<file path="src/rtl/ps2_host_tx_pkg.sv">
// Shared constants for the PS/2 host transmitter: state encoding,
// default timing and frame geometry.
package ps2_host_tx_pkg;

  // Default timing at 24.39 MHz: 100 us inhibit, 20 ms transfer limit
  localparam int unsigned DEF_INHIBIT_CYCLES = 2440;
  localparam int unsigned DEF_TIMEOUT_CYCLES = 487800;

  // A frame is start + 8 data + parity + stop. The start bit is placed
  // before the device clocks, so the remaining bits go out on falling edges.
  localparam int unsigned FRAME_BITS = 11;
  localparam int unsigned SHIFT_BITS = FRAME_BITS - 1;
  localparam int unsigned BITCNT_W   = $clog2(FRAME_BITS);

  typedef logic [2:0] state_t;

  localparam state_t ST_IDLE      = 3'd0;
  localparam state_t ST_INHIBIT   = 3'd1;
  localparam state_t ST_START     = 3'd2;
  localparam state_t ST_SHIFT     = 3'd3;
  localparam state_t ST_ACK       = 3'd4;
  localparam state_t ST_WAIT_IDLE = 3'd5;

  // PS/2 uses odd parity: the parity bit makes the total count of ones odd
  function automatic logic odd_parity(input logic [7:0] b);
    return ~^b;
  endfunction

endpackage

</file>
<file path="src/rtl/ps2_host_tx_line_sync.sv">
// Two-flop synchronizer plus falling-edge detector for one PS/2 line.
// All flops reset to 1, matching the idle (released) level of the bus.
module ps2_line_sync (
  input  logic clk_i,
  input  logic rst_ni,
  input  logic line_i,
  output logic level_o,
  output logic fall_o
);

  logic meta_q;
  logic sync_q;
  logic prev_q;

  // Shift the raw line through the synchronizer and keep one cycle of history
  always_ff @(posedge clk_i) begin
    if (!rst_ni) begin
      meta_q <= 1'b1;
      sync_q <= 1'b1;
      prev_q <= 1'b1;
    end else begin
      meta_q <= line_i;
      sync_q <= meta_q;
      prev_q <= sync_q;
    end
  end

  assign level_o = sync_q;
  assign fall_o  = prev_q & ~sync_q;

endmodule

</file>
<file path="src/rtl/ps2_host_tx.sv">
// PS/2 host-to-device transmitter. Requests the bus by inhibiting the
// clock, places the start bit, then shifts data/parity/stop on device
// falling edges, checks the device ACK and waits for the bus to go idle.
module ps2_host_tx
  import ps2_host_tx_pkg::*;
#(
  parameter int unsigned INHIBIT_CYCLES = DEF_INHIBIT_CYCLES,
  parameter int unsigned TIMEOUT_CYCLES = DEF_TIMEOUT_CYCLES
) (
  input  logic       clk_i,
  input  logic       rst_ni,
  input  logic [7:0] tx_data_i,
  input  logic       tx_valid_i,
  output logic       tx_ready_o,
  input  logic       ps2_clk_i,
  input  logic       ps2_data_i,
  output logic       ps2_clk_oe_o,
  output logic       ps2_data_oe_o,
  output logic       tx_done_o,
  output logic       tx_error_o,
  output logic       busy_o
);

  localparam int unsigned INH_W = $clog2(INHIBIT_CYCLES + 1);
  localparam int unsigned TMO_W = $clog2(TIMEOUT_CYCLES + 1);

  // Last inhibit count before START
  localparam logic [INH_W-1:0] INH_LAST = INH_W'(INHIBIT_CYCLES - 1);
  // The counter starts at 0 in the cycle after START, so hitting this value
  // makes the error pulse appear exactly TIMEOUT_CYCLES cycles after START.
  localparam logic [TMO_W-1:0] TMO_LAST = TMO_W'(TIMEOUT_CYCLES - 2);
  // Falling edge that places the stop bit
  localparam logic [BITCNT_W-1:0] BIT_LAST = BITCNT_W'(SHIFT_BITS - 1);

  state_t                state_q,   state_d;
  logic [INH_W-1:0]      inh_q,     inh_d;
  logic [TMO_W-1:0]      tmo_q,     tmo_d;
  logic [BITCNT_W-1:0]   bit_q,     bit_d;
  logic [SHIFT_BITS-1:0] frame_q,   frame_d;
  logic                  clk_oe_q,  clk_oe_d;
  logic                  data_oe_q, data_oe_d;
  logic                  done_q,    done_d;
  logic                  err_q,     err_d;

  logic clk_level;
  logic clk_fall;
  logic data_level;
  logic unused_data_fall;
  logic timed;

  ps2_line_sync u_clk_sync (
    .clk_i   (clk_i),
    .rst_ni  (rst_ni),
    .line_i  (ps2_clk_i),
    .level_o (clk_level),
    .fall_o  (clk_fall)
  );

  ps2_line_sync u_data_sync (
    .clk_i   (clk_i),
    .rst_ni  (rst_ni),
    .line_i  (ps2_data_i),
    .level_o (data_level),
    .fall_o  (unused_data_fall)
  );

  assign timed = (state_q == ST_SHIFT) || (state_q == ST_ACK) ||
                 (state_q == ST_WAIT_IDLE);

  // Next-state, counter and line-drive logic; timeout overrides everything
  always_comb begin
    state_d   = state_q;
    inh_d     = inh_q;
    tmo_d     = tmo_q;
    bit_d     = bit_q;
    frame_d   = frame_q;
    clk_oe_d  = clk_oe_q;
    data_oe_d = data_oe_q;
    done_d    = 1'b0;
    err_d     = 1'b0;

    if (timed) begin
      tmo_d = tmo_q + 1'b1;
    end

    case (state_q)
      ST_IDLE: begin
        clk_oe_d  = 1'b0;
        data_oe_d = 1'b0;
        if (tx_valid_i) begin
          frame_d  = {1'b1, odd_parity(tx_data_i), tx_data_i};
          inh_d    = '0;
          clk_oe_d = 1'b1;
          state_d  = ST_INHIBIT;
        end
      end
      ST_INHIBIT: begin
        if (inh_q == INH_LAST) begin
          clk_oe_d  = 1'b0;
          data_oe_d = 1'b1;
          state_d   = ST_START;
        end else begin
          inh_d = inh_q + 1'b1;
        end
      end
      ST_START: begin
        tmo_d   = '0;
        bit_d   = '0;
        state_d = ST_SHIFT;
      end
      ST_SHIFT: begin
        if (clk_fall) begin
          data_oe_d = ~frame_q[0];
          frame_d   = frame_q >> 1;
          bit_d     = bit_q + 1'b1;
          if (bit_q == BIT_LAST) begin
            state_d = ST_ACK;
          end
        end
      end
      ST_ACK: begin
        if (clk_fall) begin
          if (!data_level) begin
            state_d = ST_WAIT_IDLE;
          end else begin
            err_d   = 1'b1;
            state_d = ST_IDLE;
          end
        end
      end
      ST_WAIT_IDLE: begin
        if (clk_level && data_level) begin
          done_d  = 1'b1;
          state_d = ST_IDLE;
        end
      end
      default: begin
        clk_oe_d  = 1'b0;
        data_oe_d = 1'b0;
        state_d   = ST_IDLE;
      end
    endcase

    if (timed && (tmo_q == TMO_LAST)) begin
      clk_oe_d  = 1'b0;
      data_oe_d = 1'b0;
      done_d    = 1'b0;
      err_d     = 1'b1;
      state_d   = ST_IDLE;
    end
  end

  // State, counters and registered outputs; reset releases both lines
  always_ff @(posedge clk_i) begin
    if (!rst_ni) begin
      state_q   <= ST_IDLE;
      inh_q     <= '0;
      tmo_q     <= '0;
      bit_q     <= '0;
      frame_q   <= '0;
      clk_oe_q  <= 1'b0;
      data_oe_q <= 1'b0;
      done_q    <= 1'b0;
      err_q     <= 1'b0;
    end else begin
      state_q   <= state_d;
      inh_q     <= inh_d;
      tmo_q     <= tmo_d;
      bit_q     <= bit_d;
      frame_q   <= frame_d;
      clk_oe_q  <= clk_oe_d;
      data_oe_q <= data_oe_d;
      done_q    <= done_d;
      err_q     <= err_d;
    end
  end

  assign tx_ready_o    = (state_q == ST_IDLE);
  assign busy_o        = (state_q != ST_IDLE);
  assign ps2_clk_oe_o  = clk_oe_q;
  assign ps2_data_oe_o = data_oe_q;
  assign tx_done_o     = done_q;
  assign tx_error_o    = err_q;

endmodule

</file>
<file path="config.mk">
export PLATFORM = sky130hd
export DESIGN_NAME = ps2_host_tx
export DESIGN_NICKNAME = d
export VERILOG_FILES = /design/src/rtl/ps2_host_tx_pkg.sv /design/src/rtl/ps2_host_tx_line_sync.sv /design/src/rtl/ps2_host_tx.sv
export SDC_FILE = /design/constraint.sdc
export NUM_CORES = 1
export LEC_CHECK = 0
export ABC_AREA = 1
export ABC_CLOCK_PERIOD_IN_PS = 1930
export CORE_MARGIN = 5
export CORE_UTILIZATION = 59
export DETAILED_ROUTE_END_ITERATION = 6
export HOLD_SLACK_MARGIN = 0.12
export PLACE_DENSITY = 0.76
export SLEW_MARGIN = 15
export SYNTH_ARGS = -nofsm -noshare
export SYNTH_HDL_FRONTEND = slang
export SYNTH_HIERARCHICAL = 1
export SYNTH_SLANG_ARGS = --single-unit
</file>
<file path="constraint.sdc">
create_clock -name clk_i -period 1.93 [get_ports clk_i]
set_input_delay 0.193 -clock clk_i [delete_from_list [all_inputs] [get_ports clk_i]]
set_output_delay 0.193 -clock clk_i [all_outputs]
set_load 0.01 [all_outputs]
</file>
==> qor.yml <==
critical_path:
  worst-path-buf-inv: 2
  r2r_start: "inh_q[1]"
  cp.arrival_ns: 1.63
  path_delay_family: "buffers and inverters"
  cp-start-kind: "register"
  worstSetupPathType: "reg -> out"
  path_max_fanout: 6
  crit_path_start: "state_q[2]"
  max_stage_delay_ns: 0.56
  cpMaxStageDelayCell: "clkdlybuf4s50_1"
  worst_ep_required_time_ns: 1.74
  cp_cell_sequence: "inv_2, nand2_1, nor2_4, clkdlybuf4s50_1"
  crit_path_end_kind: "primary output"
floorplanning:
  rows: 26
  die_x_um: 82.6
  num_io_pins: 19
  core_area_sq_um: 5110
  die_h_um: 82.6
  dieArea_sq_um: 6820
  start_util: 0.609
cells_and_area:
  final_cells: 590
  area_delta_synth_final_pct: 15.3
  post-route-util: 0.702
  layout-drive-gt1-share: 0.0769
  nets: 535
  antennaDiodeCount: 0
global_routing:
  grt_pass1_vias: 2880
  grt_overflow: 0
  grt_start_max_net_pins: 20
  grt_pass1_wl_um: 12300
  grt_usage: 0.236
  grt_antenna_before_repair: 0
clock_tree:
  cts_buffers: 9
  cts.path.max_buffers: 2
  holdBufCountCts: 0
  cts_sinks: 57
  cts_tree: "built"
  clk_pin_slew_worst_paths_ns: 0.06
  clock_latency_ns: 0.34
  htreeDepth: 3
  cts_root_buf: "clkbuf_8"
sta:
  fin_ws_ns: 0.108
  final_hold_viol_count: 0
  clock.fmax_ghz: 0.549
  grt_setup_unrepaired: "no"
  setup_viol: 0
  tightestPinTransition_ns: 0.461
  maxSlewViolCount: 0
  min_period_ns: 1.82
  tns_ns: 0
  finalClockSkew_ns: 0.00606
  max-slew-margin-rel: 0.692
  period_share: 0.944
hold_path:
  hold_start: "ps2_clk_i"
  hold_class: "in -> reg"
detailed_routing:
  post-route-drc-count: 0
  drtIter0Drc: 234
  drtAntennaViolNets: 0
  firstDrtPassIters: 5
  wire_per_inst_um: 11.9
  routed_wl_um: 7040
  vias: 3101
  viasPerCell: 5.26
placed_design:
  place_ws_ns: 0.199
  io_buffers: 18
  gp_congestion: 0.959
  placed_cells: 575
  hpwl_um: 5270
logic_synthesis:
  yosysWarnings: 6
  syn_area_sq_um: 3110
  postSynthCellCount: 490
  synth_area_per_cell_sq_um: 6.35
  synth_nets: 509
power:
  peakVddDrop_v: 0.000671
  p_leak_nw: 1.45
  power_density_nw_per_um2: 1100
status:
  status: "completed"
job:
  cap_violations: 0
## stage by stage
step / power, W / cell area [sq um] / hold WS (ns)
after floorplan: 0.00241 / 3110 / 0.262
after detailed placement: 0.00280 / 3370 / 0.394
after global routing: 0.00423 / 3580 / 0.398
after CTS: 0.00393 / 3570 / 0.372
final: 0.00394 / 3580 / 0.386
after global placement: 0.00278 / 3370 / 0.396
## registers in the layout (all words and copies together), names as in the netlist
signal	cells
state_q	3
frame_q	10
u_data_sync/meta_q	1
ps2_clk_oe_o	1
tmo_q	19
u_clk_sync/meta_q	1
tx_error_o	1
u_clk_sync/level_o	1
bit_q	4
u_data_sync/level_o	1
inh_q	12
tx_done_o	1
ps2_data_oe_o	1
u_clk_sync/prev_q	1
## report_power, final
| part | total (W) | leakage [nW] | switching [W] | internal [W] |
|---|---|---|---|---|
| Combinational | 0.00137 | 0.886 | 0.000880 | 0.000486 |
| Clock | 0.00112 | 0.102 | 0.000461 | 0.000655 |
| Sequential | 0.00146 | 0.464 | 0.000120 | 0.00134 |
| Total | 0.00394 | 1.45 | 0.00146 | 0.00248 |
## final cells by class
cell class	count	area, sq um
Tap cell	70	87.6
Fill cell	458	1520
Multi-Input combinational cell	361	1700
Timing Repair Buffer	24	225
Clock buffer	12	155
Inverter	63	236
Sequential cell	57	1140
Clock inverter	3	40.0
## worst paths after layout
check | slack [ns] | to | depth (start not counted)
hold / removal | 0.39 | u_clk_sync/meta_q | 3
setup / recovery | 0.11 | tx_ready_o | 4
hold reg to reg | 0.41 | u_clk_sync/level_o | 2
setup reg to reg | 0.22 | state_q[0] | 9
## worst reg2reg max path: stages (launching register included)
cell and delay [ns]:
dfxtp_1 0.39, ha_1 0.19, nand2_1 0.12, nor2_1 0.13, nand4_1 0.16, nand2_4 0.19
nand3_1 0.20, nand2_1 0.12, nand2_1 0.06, nor2_1 0.09
## layout by cell type, fill, tap and decap left out
cell	n
inv_2	5
ha_1	6
bufinv_16	1
clkdlybuf4s50_1	18
nor3_1	10
nand2_1	143
dfxtp_1	55
nand2_2	2
nand2_4	1
buf_4	6
or2_2	2
dfxtp_2	2
or2_1	2
clkbuf_1	1
o21ai_0	30
and3_1	1
nand3b_1	3
nor2_4	1
a31oi_1	1
nor2_2	4
o211ai_1	3
nand3_1	33
a21oi_1	46
o21ai_1	2
inv_1	58
o31ai_1	1
xor2_1	3
clkinv_2	2
clkbuf_8	11
nand3_4	1
nand3_2	2
nor2_1	55
nor4_1	1
nand4_1	7
o311ai_0	1
## what timing repair did
item,4_1_cts,5_1_grt
setup endpoints to repair,0,9
buffers inserted,0,0
gates resized for setup,0,5
## per-layer routing
layer  global-route usage  share of wire  vias up
met1                0.264           0.43     1372
met2                0.410           0.50       83
met4                0.108          0.025        0
li1                     -              -     1628
met3               0.0727          0.045       18
met5                    0              0        -
No activity file was read; power rests on OpenSTA's default activity.
